**src/rtl/pinmux_pkg.sv**
```systemverilog
// Shared types and constants for the GPIO pin-multiplexing controller.
package pinmux_pkg;

    typedef enum logic [1:0] {
        FN_GPIO  = 2'd0,
        FN_ALT_A = 2'd1,
        FN_ALT_B = 2'd2,
        FN_OFF   = 2'd3
    } func_e;

    typedef enum logic {
        ST_IDLE,
        ST_ISOLATE
    } state_e;

    localparam int TA_W  = 4;
    localparam int SEL_W = 48;

    localparam logic [1:0] REG_SEL_LO = 2'd0;
    localparam logic [1:0] REG_SEL_HI = 2'd1;
    localparam logic [1:0] REG_CTRL   = 2'd2;
    localparam logic [1:0] REG_STATUS = 2'd3;

endpackage

```
**src/rtl/pinmux_pad_cell.sv**
```systemverilog
// Combinational per-pad mux: routes one of three owners to the pad.
// Isolation or OFF tristates the pad and idles alternate inputs high.
module pinmux_pad_cell
    import pinmux_pkg::*;
(
    input  func_e func_i,
    input  logic  iso_i,
    input  logic  gpio_o_i,
    input  logic  gpio_oen_i,
    input  logic  alta_o_i,
    input  logic  alta_oen_i,
    input  logic  altb_o_i,
    input  logic  altb_oen_i,
    input  logic  pad_c_i,
    output logic  pad_o_o,
    output logic  pad_oen_o,
    output logic  alta_i_o,
    output logic  altb_i_o
);

    always_comb begin
        pad_o_o   = 1'b0;
        pad_oen_o = 1'b1;
        alta_i_o  = 1'b1;
        altb_i_o  = 1'b1;
        if (!iso_i) begin
            unique case (func_i)
                FN_GPIO: begin
                    pad_o_o   = gpio_o_i;
                    pad_oen_o = gpio_oen_i;
                end
                FN_ALT_A: begin
                    pad_o_o   = alta_o_i;
                    pad_oen_o = alta_oen_i;
                    alta_i_o  = pad_c_i;
                end
                FN_ALT_B: begin
                    pad_o_o   = altb_o_i;
                    pad_oen_o = altb_oen_i;
                    altb_i_o  = pad_c_i;
                end
                default: ;
            endcase
        end
    end

endmodule

```
**src/rtl/gpio_pinmux_ctrl.sv**
```systemverilog
// Wishbone-configured pad pin-mux with a break-before-make sequencer
// that isolates only the pads whose function is changing.
module gpio_pinmux_ctrl
    import pinmux_pkg::*;
#(
    parameter int N_PADS   = 24,
    parameter int TA_RESET = 2
) (
    input  logic              clk,
    input  logic              reset,
    input  logic              wb_cyc_i,
    input  logic              wb_stb_i,
    input  logic              wb_we_i,
    input  logic [3:0]        wb_adr_i,
    input  logic [31:0]       wb_dat_i,
    output logic [31:0]       wb_dat_o,
    output logic              wb_ack_o,
    input  logic [N_PADS-1:0] gpio_o,
    input  logic [N_PADS-1:0] gpio_oen,
    output logic [N_PADS-1:0] gpio_i,
    input  logic [N_PADS-1:0] alta_o,
    input  logic [N_PADS-1:0] alta_oen,
    input  logic [N_PADS-1:0] altb_o,
    input  logic [N_PADS-1:0] altb_oen,
    output logic [N_PADS-1:0] alta_i,
    output logic [N_PADS-1:0] altb_i,
    output logic [N_PADS-1:0] pad_o,
    output logic [N_PADS-1:0] pad_oen,
    input  logic [N_PADS-1:0] pad_c
);

    state_e             state_q, state_d;
    logic [SEL_W-1:0]   active_q, active_d;
    logic [SEL_W-1:0]   pend_q, pend_d;
    logic [N_PADS-1:0]  mask_q, mask_d;
    logic [TA_W-1:0]    cnt_q, cnt_d;
    logic [TA_W-1:0]    ta_q, ta_d;
    logic               ack_q, ack_d;
    logic [31:0]        dat_q, dat_d;

    logic               valid;
    logic               sel_wr;
    logic               stall;
    logic               busy;
    logic [1:0]         idx;
    logic [SEL_W-1:0]   pend_wr;
    logic [N_PADS-1:0]  diff;
    logic [31:0]        rdata;
    logic               unused_adr;

    assign unused_adr = &{1'b0, wb_adr_i[1:0]};

    assign idx    = wb_adr_i[3:2];
    assign valid  = wb_cyc_i & wb_stb_i & ~ack_q;
    assign sel_wr = valid & wb_we_i &
                    ((idx == REG_SEL_LO) | (idx == REG_SEL_HI));
    assign busy   = (state_q == ST_ISOLATE);
    assign stall  = sel_wr & busy;

    always_comb begin
        pend_wr = pend_q;
        if (idx == REG_SEL_LO) pend_wr[31:0] = wb_dat_i;
        else                   pend_wr[47:32] = wb_dat_i[15:0];
    end

    always_comb begin
        diff = '0;
        for (int k = 0; k < N_PADS; k++) begin
            diff[k] = (pend_wr[2*k +: 2] != active_q[2*k +: 2]);
        end
    end

    always_comb begin
        rdata = '0;
        unique case (idx)
            REG_SEL_LO: rdata = pend_q[31:0];
            REG_SEL_HI: rdata = {16'b0, pend_q[47:32]};
            REG_CTRL:   rdata = {{(32-TA_W){1'b0}}, ta_q};
            REG_STATUS: rdata = {31'b0, busy};
            default:    rdata = '0;
        endcase
    end

    always_comb begin
        state_d  = state_q;
        active_d = active_q;
        pend_d   = pend_q;
        mask_d   = mask_q;
        cnt_d    = cnt_q;
        ta_d     = ta_q;
        ack_d    = 1'b0;
        dat_d    = dat_q;

        if (valid && !stall) begin
            ack_d = 1'b1;
            if (!wb_we_i) dat_d = rdata;
            else if (idx == REG_CTRL) ta_d = wb_dat_i[TA_W-1:0];
        end

        unique case (state_q)
            ST_IDLE: begin
                if (sel_wr) begin
                    pend_d = pend_wr;
                    if (diff != '0) begin
                        mask_d  = diff;
                        cnt_d   = ta_q;
                        state_d = ST_ISOLATE;
                    end
                end
            end
            ST_ISOLATE: begin
                if (cnt_q == '0) begin
                    active_d = pend_q;
                    mask_d   = '0;
                    state_d  = ST_IDLE;
                end else begin
                    cnt_d = cnt_q - TA_W'(1);
                end
            end
            default: state_d = ST_IDLE;
        endcase
    end

    always_ff @(posedge clk) begin
        if (reset) begin
            state_q  <= ST_IDLE;
            active_q <= '0;
            pend_q   <= '0;
            mask_q   <= '0;
            cnt_q    <= '0;
            ta_q     <= TA_W'(TA_RESET);
            ack_q    <= 1'b0;
            dat_q    <= '0;
        end else begin
            state_q  <= state_d;
            active_q <= active_d;
            pend_q   <= pend_d;
            mask_q   <= mask_d;
            cnt_q    <= cnt_d;
            ta_q     <= ta_d;
            ack_q    <= ack_d;
            dat_q    <= dat_d;
        end
    end

    assign wb_ack_o = ack_q;
    assign wb_dat_o = dat_q;
    assign gpio_i   = pad_c;

    for (genvar k = 0; k < N_PADS; k++) begin : g_pad
        pinmux_pad_cell u_cell (
            .func_i     (func_e'(active_q[2*k +: 2])),
            .iso_i      (mask_q[k]),
            .gpio_o_i   (gpio_o[k]),
            .gpio_oen_i (gpio_oen[k]),
            .alta_o_i   (alta_o[k]),
            .alta_oen_i (alta_oen[k]),
            .altb_o_i   (altb_o[k]),
            .altb_oen_i (altb_oen[k]),
            .pad_c_i    (pad_c[k]),
            .pad_o_o    (pad_o[k]),
            .pad_oen_o  (pad_oen[k]),
            .alta_i_o   (alta_i[k]),
            .altb_i_o   (altb_i[k])
        );
    end

endmodule

```
**config.mk**
```make
export PLATFORM = sky130hd
export DESIGN_NAME = gpio_pinmux_ctrl
export DESIGN_NICKNAME = d
export VERILOG_FILES = /design/src/rtl/pinmux_pkg.sv /design/src/rtl/pinmux_pad_cell.sv /design/src/rtl/gpio_pinmux_ctrl.sv
export SDC_FILE = /design/constraint.sdc
export NUM_CORES = 1
export LEC_CHECK = 0
export CAP_MARGIN = 20
export CORE_MARGIN = 2
export CORE_UTILIZATION = 45
export DETAILED_ROUTE_END_ITERATION = 7
export GPL_ROUTABILITY_DRIVEN = 1
export PLACE_DENSITY = 0.87
export SLEW_MARGIN = 20
export SYNTH_ARGS = -nofsm -noshare
export SYNTH_HDL_FRONTEND = slang
export SYNTH_HIERARCHICAL = 1
export SYNTH_SLANG_ARGS = --single-unit
```
**constraint.sdc**
```tcl
create_clock -name clk -period 4.2 [get_ports clk]
set_input_delay 0.84 -clock clk [delete_from_list [all_inputs] [get_ports clk]]
set_output_delay 0.84 -clock clk [all_outputs]
set_load 0.05 [all_outputs]
```
==> impl_metrics.prom <==
# TYPE chip_impl_metric gauge
chip_impl_info{name="run_status",value="finished with violations"} 1
chip_impl_info{name="violated_checks",value="design-rule violations"} 1
chip_impl_metric{name="core_area",unit="um^2"} 21000
chip_impl_info{name="critical-path-slowest-cell",value="sky130_fd_sc_hd__or4b_1"} 1
chip_impl_metric{name="clock_tree.buffer_depth",unit=""} 2
chip_impl_metric{name="design.die.area",unit="um^2"} 22600
chip_impl_metric{name="num_io_pins",unit=""} 362
chip_impl_metric{name="clock_sink_count",unit=""} 162
chip_impl_metric{name="cpPeakStageDelay",unit="ns"} 0.62
chip_impl_metric{name="grt_antenna_before_repair",unit=""} 2
chip_impl_info{name="timing.critical_path.cells",value="buf_4, buf_4, or3_1, a21o_1, a22oi_1, nand4_1, or4b_1, o31ai_4, nand2_1, buf_4, o21ai_0"} 1
chip_impl_metric{name="fin_skew",unit="ns"} 0.00853
chip_impl_metric{name="clock_network_latency_to_the_later_pin_of_the_worst_skew_pair",unit="ns"} 0.43
chip_impl_metric{name="report.final.setup_viol",unit=""} 0
chip_impl_metric{name="postSynthNetCount",unit=""} 1468
chip_impl_metric{name="pwr_density_cell",unit="nW/um^2"} 281
chip_impl_metric{name="standard_cell_row_count",unit=""} 53
chip_impl_info{name="hold_path.startpoint",value="wb_dat_o[17]"} 1
chip_impl_info{name="critical_path.reg2reg.startpoint",value="pend_q[44]"} 1
chip_impl_metric{name="portBuffers",unit=""} 359
chip_impl_metric{name="clock_tree.htree_level_count",unit=""} 4
chip_impl_metric{name="filler_cell_count",unit=""} 1704
chip_impl_metric{name="power.ir.vdd_worst",unit="mV"} 0.325
chip_impl_metric{name="fp.dieH",unit="um"} 150
chip_impl_metric{name="hold_path_depth",unit=""} 2
chip_impl_metric{name="cp_num_buf_inv",unit=""} 3
chip_impl_info{name="timing.hold.worst.class",value="flop to flop"} 1
chip_impl_info{name="cts_tree",value="done"} 1
chip_impl_info{name="synthTopCellsByArea",value="sky130_fd_sc_hd__dfxtp_1, sky130_fd_sc_hd__nand2_1, sky130_fd_sc_hd__a21oi_1, sky130_fd_sc_hd__mux2i_1, sky130_fd_sc_hd__nand3b_1"} 1
chip_impl_metric{name="synth_edf_count",unit=""} 0
chip_impl_metric{name="area_growth_syn_to_layout",unit="%"} 43.6
chip_impl_metric{name="drc_errors",unit=""} 2
chip_impl_info{name="crit_path_end_kind",value="flop"} 1
chip_impl_metric{name="hold_ws",unit="ns"} 0.451
chip_impl_metric{name="fraction_of_layout_cells_with_a_size_suffix_above_1",unit="%"} 5.14
chip_impl_metric{name="ys_ff_latch",unit=""} 162
chip_impl_metric{name="combined_global_route_utilization_of_all_metal_layers",unit="%"} 28.0
chip_impl_metric{name="first_pass_iters",unit=""} 8
chip_impl_metric{name="cts.reportedPaths.clkPinSlew",unit="ns"} 0.07
chip_impl_metric{name="netlist.area_leader.share",unit="%"} 33.6
chip_impl_metric{name="grt_first_pass_wirelength",unit="um"} 50500
chip_impl_metric{name="cts_inserted_buffers",unit=""} 17
chip_impl_metric{name="route.final.wire_length",unit="um"} 33500
chip_impl_metric{name="ff2ff_path_depth",unit=""} 9
chip_impl_metric{name="max_freq",unit="MHz"} 278
chip_impl_info{name="mostFrequentLayoutCell",value="sky130_fd_sc_hd__clkdlybuf4s50_1"} 1
chip_impl_metric{name="timing.slew.headroom",unit="%"} 41.7
chip_impl_metric{name="post_drt_via_cell_ratio",unit=""} 5.83
chip_impl_metric{name="drt_iter0_drc",unit=""} 1145
chip_impl_metric{name="slew_viol_final",unit=""} 0
chip_impl_metric{name="finalNetCount",unit=""} 1774
chip_impl_info{name="critical_path.top_delay_family",value="simple AND/OR/NAND/NOR gates"} 1
chip_impl_metric{name="vias",unit=""} 10812
chip_impl_info{name="netlist.top_cell.by_area",value="sky130_fd_sc_hd__dfxtp_1"} 1
chip_impl_metric{name="buffer_count_from_post_cts_setup_fixing",unit=""} 0
chip_impl_info{name="most_numerous_cell_on_the_critical_path",value="sky130_fd_sc_hd__buf_4"} 1
chip_impl_metric{name="finalHoldViolations",unit=""} 0
chip_impl_metric{name="worst_ep_arrival_time",unit="ns"} 3.94
chip_impl_metric{name="floorplan.initialDensity",unit="%"} 45.9
chip_impl_metric{name="maxCapViolCount",unit=""} 0
chip_impl_info{name="worst-setup-path-type",value="input port to flop"} 1
chip_impl_info{name="worst_setup_path_start_kind",value="input port"} 1
chip_impl_metric{name="synth_cell_type_count",unit=""} 56
chip_impl_metric{name="route.antenna.remaining_nets",unit=""} 0
chip_impl_metric{name="wl_per_cell",unit="um"} 18.1
chip_impl_metric{name="dieWidth",unit="um"} 150
chip_impl_metric{name="first_global_vias",unit=""} 9773
chip_impl_info{name="unrepaired_setup_endpoints_after_global_routing",value="no"} 1
chip_impl_metric{name="critical_path_cell_count",unit=""} 11
chip_impl_metric{name="post_synth_inst_count",unit=""} 1258
chip_impl_metric{name="grt_start_max_net_pins",unit=""} 86
chip_impl_metric{name="largest_fanout_of_any_net_on_the_critical_path",unit=""} 52
chip_impl_info{name="most_used_cells_in_the_layout_excluding_fill_and_tap_cells",value="sky130_fd_sc_hd__clkdlybuf4s50_1, sky130_fd_sc_hd__nand2_1, sky130_fd_sc_hd__dfxtp_1"} 1
chip_impl_metric{name="clock_period_minus_final_worst_setup_slack",unit="ns"} 3.60
chip_impl_metric{name="cts.repair.resized",unit=""} 0
chip_impl_metric{name="place_congestion",unit=""} 0.918
chip_impl_metric{name="gr-total-overflow",unit=""} 0
chip_impl_metric{name="area_of_the_mapped_netlist",unit="um^2"} 9640
chip_impl_metric{name="post-route-period-util",unit="%"} 85.6
chip_impl_metric{name="critPathRequiredTime",unit="ns"} 4.55
chip_impl_metric{name="syn-mean-instance-area",unit="um^2"} 7.67
chip_impl_metric{name="ctsHoldBuffers",unit=""} 0
chip_impl_metric{name="postSynth.asyncResetShare",unit="%"} 0
chip_impl_metric{name="post-dp-hpwl",unit="um"} 24600
chip_impl_metric{name="yosysSeqAreaShare",unit="%"} 33.6
chip_impl_metric{name="setup_tns",unit="ns"} 0
chip_impl_metric{name="p_leak",unit="nW"} 4.66
chip_impl_info{name="startpoint",value="wb_adr_i[2]"} 1
chip_impl_info{name="synth-main-ff-cell",value="sky130_fd_sc_hd__dfxtp_1"} 1
chip_impl_info{name="root_buffer",value="sky130_fd_sc_hd__clkbuf_16"} 1
chip_impl_metric{name="yosys_warnings",unit=""} 6
chip_impl_metric{name="worst-slew-pin-transition",unit="ns"} 0.874
-- flip-flops by register name (all words and copies together), names as in the netlist --
| name | count |
|---|---|
| ta_q | 4 |
| wb_ack_o | 1 |
| pend_q | 48 |
| busy | 1 |
| cnt_q | 4 |
| active_q | 48 |
| wb_dat_o | 32 |
| mask_q | 24 |
-- per-layer routing --
layer	wire length, um	GRT usage (%)	share of wire [%]
met5	0	0	0
met1	13300	35.9	40
met2	15900	47.3	48
met4	893	8.87	2.7
met3	3380	5.61	10
-- synthesized netlist by cell type (2+ instances only) --
| cell type | count |
|---|---|
| sky130_fd_sc_hd__nand4_1 | 5 |
| sky130_fd_sc_hd__o21ai_1 | 11 |
| sky130_fd_sc_hd__or4_1 | 18 |
| sky130_fd_sc_hd__xor2_1 | 3 |
| sky130_fd_sc_hd__inv_1 | 4 |
| sky130_fd_sc_hd__buf_2 | 13 |
| sky130_fd_sc_hd__or3_1 | 39 |
| sky130_fd_sc_hd__buf_12 | 2 |
| sky130_fd_sc_hd__nor2b_1 | 26 |
| sky130_fd_sc_hd__nor3_1 | 18 |
| sky130_fd_sc_hd__buf_6 | 3 |
| sky130_fd_sc_hd__o41ai_1 | 6 |
| sky130_fd_sc_hd__nor2_1 | 79 |
| sky130_fd_sc_hd__nand4b_1 | 6 |
| sky130_fd_sc_hd__nor3b_1 | 19 |
| sky130_fd_sc_hd__nand3_1 | 38 |
| sky130_fd_sc_hd__nor4b_1 | 24 |
| sky130_fd_sc_hd__a2bb2oi_1 | 2 |
| sky130_fd_sc_hd__mux2i_1 | 47 |
| sky130_fd_sc_hd__dfxtp_1 | 162 |
| sky130_fd_sc_hd__clkbuf_1 | 54 |
| sky130_fd_sc_hd__o21ai_0 | 27 |
| sky130_fd_sc_hd__buf_4 | 25 |
| sky130_fd_sc_hd__xnor2_1 | 9 |
| sky130_fd_sc_hd__o21bai_1 | 19 |
| sky130_fd_sc_hd__a221oi_1 | 3 |
| sky130_fd_sc_hd__nand2b_1 | 46 |
| sky130_fd_sc_hd__or2_0 | 2 |
| sky130_fd_sc_hd__mux2_2 | 3 |
| sky130_fd_sc_hd__nand3b_1 | 49 |
| sky130_fd_sc_hd__o2bb2ai_1 | 2 |
| sky130_fd_sc_hd__o21a_1 | 19 |
| sky130_fd_sc_hd__buf_1 | 3 |
| sky130_fd_sc_hd__nand2_1 | 218 |
| sky130_fd_sc_hd__a22oi_1 | 16 |
| sky130_fd_sc_hd__a211oi_1 | 48 |
| sky130_fd_sc_hd__a21o_1 | 19 |
| sky130_fd_sc_hd__a21oi_1 | 150 |
| sky130_fd_sc_hd__a22oi_2 | 4 |
-- through the flow --
step | utilization, % | instances | area [um^2] | setup WS (ns) | power, mW
floorplan | - | 1258 | 9640 | 0.928 | 1.99
global placement | 63.0 | 1820 | 13300 | 0.340 | 2.32
detailed placement | 63.0 | 1820 | 13300 | 0.264 | 2.33
CTS | 65.9 | 1852 | 13800 | 0.681 | 3.89
global route | 65.9 | 1852 | 13800 | 0.510 | 3.99
finish | 65.9 | 1853 | 13900 | 0.603 | 3.89
-- worst register-to-register path: cells and delay by family, from the launching register on --
kind            cells  cell delay, ns
simple gates        4            1.32
flops               1            0.33
buf+inv             1            0.25
compound gates      4            1.03
-- cell families (layout without fill, tap and decap cells) --
kind of cell / Yosys count / in the layout / share of synthesized area, %
xor gates and xnor gates: 12 / 12 / 1.09
other: 0 / 1 / 0
DFF: 162 / 162 / 33.6
adders and majority gates: 1 / 1 / 0.130
AOI/OAI and AO/OA: 335 / 335 / 21.7
buffers and inverters: 105 / 424 / 5.92
and+or+nand+nor: 592 / 592 / 32.0
muxes: 51 / 51 / 5.46
-- where the power goes --
part           switching, mW  total, mW  internal [mW]
logic                  0.401      0.744          0.343
clock network          0.686       1.58          0.894
registers             0.0161       1.56           1.55
-- final timing paths --
check                                     to  slack, ns
worst max-delay path               mask_q[6]       0.60
worst min-delay path            wb_dat_o[17]       0.45
worst max register to register     mask_q[6]       1.18
worst min register to register  wb_dat_o[17]       0.45
-- final cells by class --
| class | count | area [um^2] | area share [%] |
|---|---|---|---|
| antenna | 1 | 2.50 | 0.0181 |
| clock buffer | 17 | 425 | 3.07 |
| clock inverter | 15 | 171 | 1.24 |
| inverter | 4 | 15.0 | 0.108 |
| multi-input combinational | 991 | 5850 | 42.2 |
| sequential | 162 | 3240 | 23.4 |
| tap | 275 | 344 | 2.48 |
| timing repair buffer | 388 | 3800 | 27.4 |
Note: power is estimated with default switching activity, not from simulation.
